<file path="src/rtl/image_read_ctrl.sv">
// Raster-order pixel reader: streams a WIDTH x HEIGHT frame from a 1-cycle-latency
// pixel memory into a 2-entry FIFO with coordinates and frame/line flags attached.
//   state | meaning
//   IDLE  | waiting for start, no reads, FIFO empty
//   RUN   | issuing reads while FIFO occupancy + in-flight read < 2
//   DRAIN | all reads issued, emptying FIFO until the end-of-frame beat leaves
module image_read_ctrl #(
  parameter int WIDTH  = 668,
  parameter int HEIGHT = 452,
  parameter int ADDR_W = 19
) (
  input  logic              clk,
  input  logic              rst_n,
  input  logic              start,
  input  logic              abort,
  output logic              mem_rd_en,
  output logic [ADDR_W-1:0] mem_addr,
  input  logic [7:0]        mem_rdata,
  output logic              m_valid,
  input  logic              m_ready,
  output logic [7:0]        m_data,
  output logic [9:0]        m_x,
  output logic [8:0]        m_y,
  output logic              m_sof,
  output logic              m_eol,
  output logic              m_eof,
  output logic              busy,
  output logic              done
);

  localparam logic [ADDR_W-1:0] LAST_ADDR = ADDR_W'(WIDTH * HEIGHT - 1);
  localparam logic [9:0]        X_LAST    = 10'(WIDTH - 1);
  localparam logic [8:0]        Y_LAST    = 9'(HEIGHT - 1);

  typedef enum logic [1:0] {IDLE, RUN, DRAIN} state_t;

  typedef struct packed {
    logic [7:0] data;
    logic [9:0] x;
    logic [8:0] y;
    logic       sof;
    logic       eol;
    logic       eof;
  } beat_t;

  state_t            r_state, w_next;
  logic [ADDR_W-1:0] r_raddr;
  logic [9:0]        r_rx, r_if_x;
  logic [8:0]        r_ry, r_if_y;
  logic              r_inflight;
  beat_t             r_fifo [2];
  logic              r_wptr, r_rptr;
  logic [1:0]        r_cnt;
  logic              r_done;
  logic              w_pop, w_push, w_done;
  logic [2:0]        w_budget;
  beat_t             w_head, w_new;

  assign w_head = r_fifo[r_rptr];
  assign w_pop  = (r_cnt != 2'd0) && m_ready;
  assign w_push = r_inflight;
  // Occupancy is taken after this cycle's pop so a full-rate stream never stalls.
  assign w_budget = {1'b0, r_cnt} - {2'b00, w_pop} + {2'b00, r_inflight};

  assign w_new.data = mem_rdata;
  assign w_new.x    = r_if_x;
  assign w_new.y    = r_if_y;
  assign w_new.sof  = (r_if_x == 10'd0) && (r_if_y == 9'd0);
  assign w_new.eol  = (r_if_x == X_LAST);
  assign w_new.eof  = (r_if_x == X_LAST) && (r_if_y == Y_LAST);

  always_ff @(posedge clk or negedge rst_n) begin
    if (!rst_n) r_state <= IDLE;
    else        r_state <= w_next;
  end

  always_comb begin
    w_next    = r_state;
    mem_rd_en = 1'b0;
    w_done    = 1'b0;
    case (r_state)
      IDLE: if (start && !abort) w_next = RUN;
      RUN: begin
        if (abort) begin
          w_next = IDLE;
        end else begin
          mem_rd_en = (w_budget < 3'd2);
          if (mem_rd_en && (r_raddr == LAST_ADDR)) w_next = DRAIN;
        end
      end
      DRAIN: begin
        if (abort) begin
          w_next = IDLE;
        end else if (w_pop && w_head.eof) begin
          w_next = IDLE;
          w_done = 1'b1;
        end
      end
      default: w_next = IDLE;
    endcase
  end

  always_ff @(posedge clk or negedge rst_n) begin
    if (!rst_n) begin
      r_raddr    <= '0;
      r_rx       <= '0;
      r_ry       <= '0;
      r_inflight <= 1'b0;
      r_if_x     <= '0;
      r_if_y     <= '0;
      r_done     <= 1'b0;
    end else begin
      r_inflight <= mem_rd_en;
      r_done     <= w_done;
      if (r_state == IDLE) begin
        r_raddr <= '0;
        r_rx    <= '0;
        r_ry    <= '0;
      end else if (mem_rd_en) begin
        r_if_x  <= r_rx;
        r_if_y  <= r_ry;
        r_raddr <= r_raddr + ADDR_W'(1);
        if (r_rx == X_LAST) begin
          r_rx <= '0;
          r_ry <= r_ry + 9'd1;
        end else begin
          r_rx <= r_rx + 10'd1;
        end
      end
    end
  end

  // Abort also drops the read returning this cycle.
  always_ff @(posedge clk or negedge rst_n) begin
    if (!rst_n) begin
      r_fifo[0] <= '0;
      r_fifo[1] <= '0;
      r_wptr    <= 1'b0;
      r_rptr    <= 1'b0;
      r_cnt     <= 2'd0;
    end else if ((r_state != IDLE) && abort) begin
      r_wptr <= 1'b0;
      r_rptr <= 1'b0;
      r_cnt  <= 2'd0;
    end else begin
      if (w_push) begin
        r_fifo[r_wptr] <= w_new;
        r_wptr         <= ~r_wptr;
      end
      if (w_pop) r_rptr <= ~r_rptr;
      r_cnt <= r_cnt + {1'b0, w_push} - {1'b0, w_pop};
    end
  end

  assign mem_addr = r_raddr;
  assign m_valid  = (r_cnt != 2'd0);
  assign m_data   = w_head.data;
  assign m_x      = w_head.x;
  assign m_y      = w_head.y;
  assign m_sof    = w_head.sof;
  assign m_eol    = w_head.eol;
  assign m_eof    = w_head.eof;
  assign busy     = (r_state != IDLE);
  assign done     = r_done;

endmodule
</file>
<file path="config.mk">
export PLATFORM = sky130hd
export DESIGN_NAME = image_read_ctrl
export DESIGN_NICKNAME = d
export VERILOG_FILES = /design/src/rtl/image_read_ctrl.sv
export SDC_FILE = /design/constraint.sdc
export NUM_CORES = 1
export LEC_CHECK = 0
export BUFFER_PORTS_ARGS = -buffer_cell sky130_fd_sc_hd__buf_2
export CAP_MARGIN = 20
export CORE_ASPECT_RATIO = 0.6
export CORE_MARGIN = 2
export CORE_UTILIZATION = 35
export DETAILED_ROUTE_END_ITERATION = 10
export GPL_TIMING_DRIVEN = 0
export PLACE_DENSITY_LB_ADDON = 0.08
export SKIP_LAST_GASP = 1
export SLEW_MARGIN = 20
export SYNTH_ARGS = -nofsm -noshare
export SYNTH_HDL_FRONTEND = slang
export SYNTH_SLANG_ARGS = --single-unit
</file>
<file path="constraint.sdc">
create_clock -name clk -period 4.6 [get_ports clk]
set_clock_uncertainty 0.2 [all_clocks]
set_input_delay 1.15 -clock clk [delete_from_list [all_inputs] [get_ports clk]]
set_output_delay 1.15 -clock clk [all_outputs]
set_load 0.01 [all_outputs]
</file>
==> summary.md <==
| Metric | Value |
|---|---|
| Status | `completed` |
| Vias in the first global route | `4424` |
| H-tree Lvls | `4` |
| Synth async-reset ratio | `1.00` |
| Routed WL | `~15000 µm` |
| Critical path's slowest cell | `fa_2` |
| Critical path data arrival time | `about 3.2 ns` |
| Worst-Margin Slew | `approximately 0.95 ns` |
| WL per Instance | `17.8 µm` |
| CP max stage delay | `about 0.54 ns` |
| Hold Path Class | `flip-flop to flip-flop` |
| Crit path launch type | `primary input` |
| CP Class | `primary input to output pin` |
| Worst vdd ir | `around 0.23 mV` |
| Global-route wire length before repair | `approximately 25000 µm` |
| Kind of end point of the critical path | `output pin` |
| Number of DRC markers in iteration 0 | `between 200 and 300` |
| DRC violations left | `0` |
| Post-synth EDFFs | `0` |
| Setup_tns | `0 ns` |
| Die Height | `104 µm` |
| Power per standard cell area | `470 nW/µm²` |
| Fin nets | `641` |
| Total gr overflow | `0` |
| Core ar. | `~16000 µm²` |
| Final Max Tran Viols | `0` |
| Clock Pin Slew Worst Setup and Hold Paths | `0.06 ns` |
| Final period util | `0.977` |
| Netlist cell types | `46` |
| Sequential cell area | `roughly 3100 µm²` |
| IO Port Bufs | `64` |
| Maximum clock frequency | `0.222 GHz` |
| Max_cap viols | `0` |
| Cell area after synthesis | `5890 µm²` |
| Final setup viols | `0` |
| DR vias/cell | `between 5 and 6` |
| # diodes | `0` |
| Number of core rows | `36` |
| Die area | `17900 µm²` |
| Vias post-DR | `between 4000 and 5000` |
| Share of layout cells above drive strength 1 | `0.334` |
| CTS tree | `done` |
| Clock root cell | `clkbuf_16` |
| Sequential-to-total area share from yosys stat | `0.531` |
| Synth Instances | `529` |
| Most frequent cells in the layout | `dfrtp_1, mux2_2, nand2_1, buf_2, a21oi_1` |
| Number of synthesized register bits | `around 130` |
| Initial antenna violation count | `0` |
| Worst-path maximum fanout | `7` |
| CTS Buffer Depth | `2` |
| Die X | `~170 µm` |
| Fin. Hold Viols | `0` |
| Drt first pass iters | `5` |
| Leak pwr | `between 3 and 4 nW` |
| Largest net degree at the start of global routing | `90` |
| Antenna-violating nets left | `0` |
| Syn_nets | `around 550` |
| # fillers | `1535` |
| Worst skew pair latency | `about 0.42 ns` |
| Power Total | `~3.4 mW` |
| Warnings, synthesis | `0` |
| Post-synthesis area per instance | `about 11 µm²` |
| WHS | `a little under 0.3 ns` |
| # IOs | `66` |
| Critical path required time | `approximately 3.3 ns` |
| Final min period | `approximately 4.5 ns` |
| Clock Sinks | `roughly 130` |
| GRT Total Usage | `0.183` |
| Multi-input gate area | `between 2000 and 3000 µm²` |
| Gp weighted congestion | `0.852` |
| Cts hold-fix bufs | `0` |
| Max_slew headroom | `0.363` |
| Sequence of cells on the critical path | `buf_2 > o21a_1 > ha_1 > inv_1 > ha_1 > inv_1 > fa_2 > nor2b_4 > nand3_4 > inv_4 > buf_8 > buf_8 > buf_2` |
| Initial Util | `0.360` |
| Commonest non-fill, non-tap cell in the layout | `dfrtp_1` |
| Area Overhead vs Synth | `22.8%` |
| Main synth FF type | `dfrtp_1` |
| HPWL after DPL | `about 11000 µm` |
| CTS buffer count | `17` |
## metal layers
metal / GRT usage / routed length [µm]
met2: 0.235 / 6250
met3: 0.0548 / 875
met5: 0 / 0
met4: 0.0375 / 69
met1: 0.295 / 8160
## critical path: cells and delay by family
family / cells / cell delay [ns]
buffers and inverters: 7 / 0.64
adders and majority gates: 3 / 0.93
AOI/OAI and AO/OA: 1 / 0.13
and+or+nand+nor: 2 / 0.28
## state kept, by name (all words and copies together), names as in the netlist
| name | cells |
|---|---|
| r_cnt | 2 |
| mem_addr | 19 |
| r_ry | 9 |
| r_inflight | 1 |
| r_state | 2 |
| r_fifo | 60 |
| done | 1 |
| r_rptr | 1 |
| r_if_y | 9 |
| r_if_x | 10 |
| r_rx | 10 |
| r_wptr | 1 |
## where the power goes
| group | switching [mW] | total [mW] | internal [mW] |
|---|---|---|---|
| combinational | 0.423 | 0.809 | 0.386 |
| sequential | 0.0847 | 1.31 | 1.23 |
| clock | 0.559 | 1.28 | 0.724 |
| total | 1.07 | 3.40 | 2.33 |
## Yosys cell counts, types with 3 or more instances
| library cell | n | share of area |
|---|---|---|
| or3_1 | 5 | 0.0053 |
| inv_1 | 16 | 0.010 |
| and3_1 | 3 | 0.0032 |
| o31ai_1 | 12 | 0.015 |
| nand4b_1 | 4 | 0.0059 |
| buf_2 | 6 | 0.0051 |
| buf_1 | 11 | 0.0070 |
| nor2_1 | 12 | 0.0076 |
| mux2_2 | 88 | 0.17 |
| nand2b_1 | 4 | 0.0042 |
| a21oi_1 | 28 | 0.024 |
| nand3_1 | 15 | 0.013 |
| or4_1 | 14 | 0.018 |
| o41ai_1 | 6 | 0.0089 |
| xor2_1 | 3 | 0.0045 |
| ha_1 | 5 | 0.011 |
| nand4_1 | 15 | 0.016 |
| and2_1 | 3 | 0.0032 |
| nand2_1 | 78 | 0.050 |
| nor3_1 | 5 | 0.0042 |
| dfrtp_1 | 125 | 0.53 |
| o21ai_0 | 14 | 0.012 |
| clkbuf_1 | 9 | 0.0057 |
| xnor2_1 | 5 | 0.0074 |
| nor4_1 | 12 | 0.013 |
## what timing repair did
action,4_1_cts,5_1_grt
gates resized for setup,15,0
endpoints found under the setup margin,1,1
buffers inserted,6,3
pin swaps,2,1
endpoints found under the hold margin,0,0
## worst paths after layout
| check | start | end | slack (ns) | depth (start not counted) |
|---|---|---|---|---|
| hold reg to reg | r_fifo[30] | r_fifo[30] | 0.29 | 2 |
| min in group asynchronous | rst_n | r_fifo[7] | 0.39 | 1 |
| setup reg to reg | r_cnt[1] | mem_addr[0] | 0.84 | 13 |
| hold / removal | r_fifo[30] | r_fifo[30] | 0.29 | 2 |
| setup / recovery | m_ready | mem_rd_en | 0.10 | 13 |
| max in group asynchronous | rst_n | r_fifo[0] | 3.06 | 2 |
## stage by stage
stage	utilization	std cells	cell area (µm²)	worst slack (ns)
final	0.442	863	7230	0.105
after global routing	0.442	863	7230	-0.00857
after CTS	0.441	860	7200	0.0291
after detailed placement	0.400	822	6530	-0.811
after global placement	0.397	821	6490	-0.845
after floorplan	-	529	5890	0.0278
## kinds of logic after synthesis
logic type,Yosys count,share of synthesized area
simple gates,183,0.161
flops,125,0.531
mux,90,0.172
compound gates,75,0.0816
buf+inv,42,0.0280
xor+xnor,8,0.0119
fa+ha+maj,6,0.0140
## area by class of cell
type                       instances  area share
clock inverter                    14      0.0170
clock buffer                      18      0.0607
tap                              228      0.0394
inverter                          16     0.00865
multi-input combinational        362       0.365
buffer                            26      0.0175
sequential                       125       0.433
timing repair buffer              74      0.0588
Power figures use the tool's default switching activity.
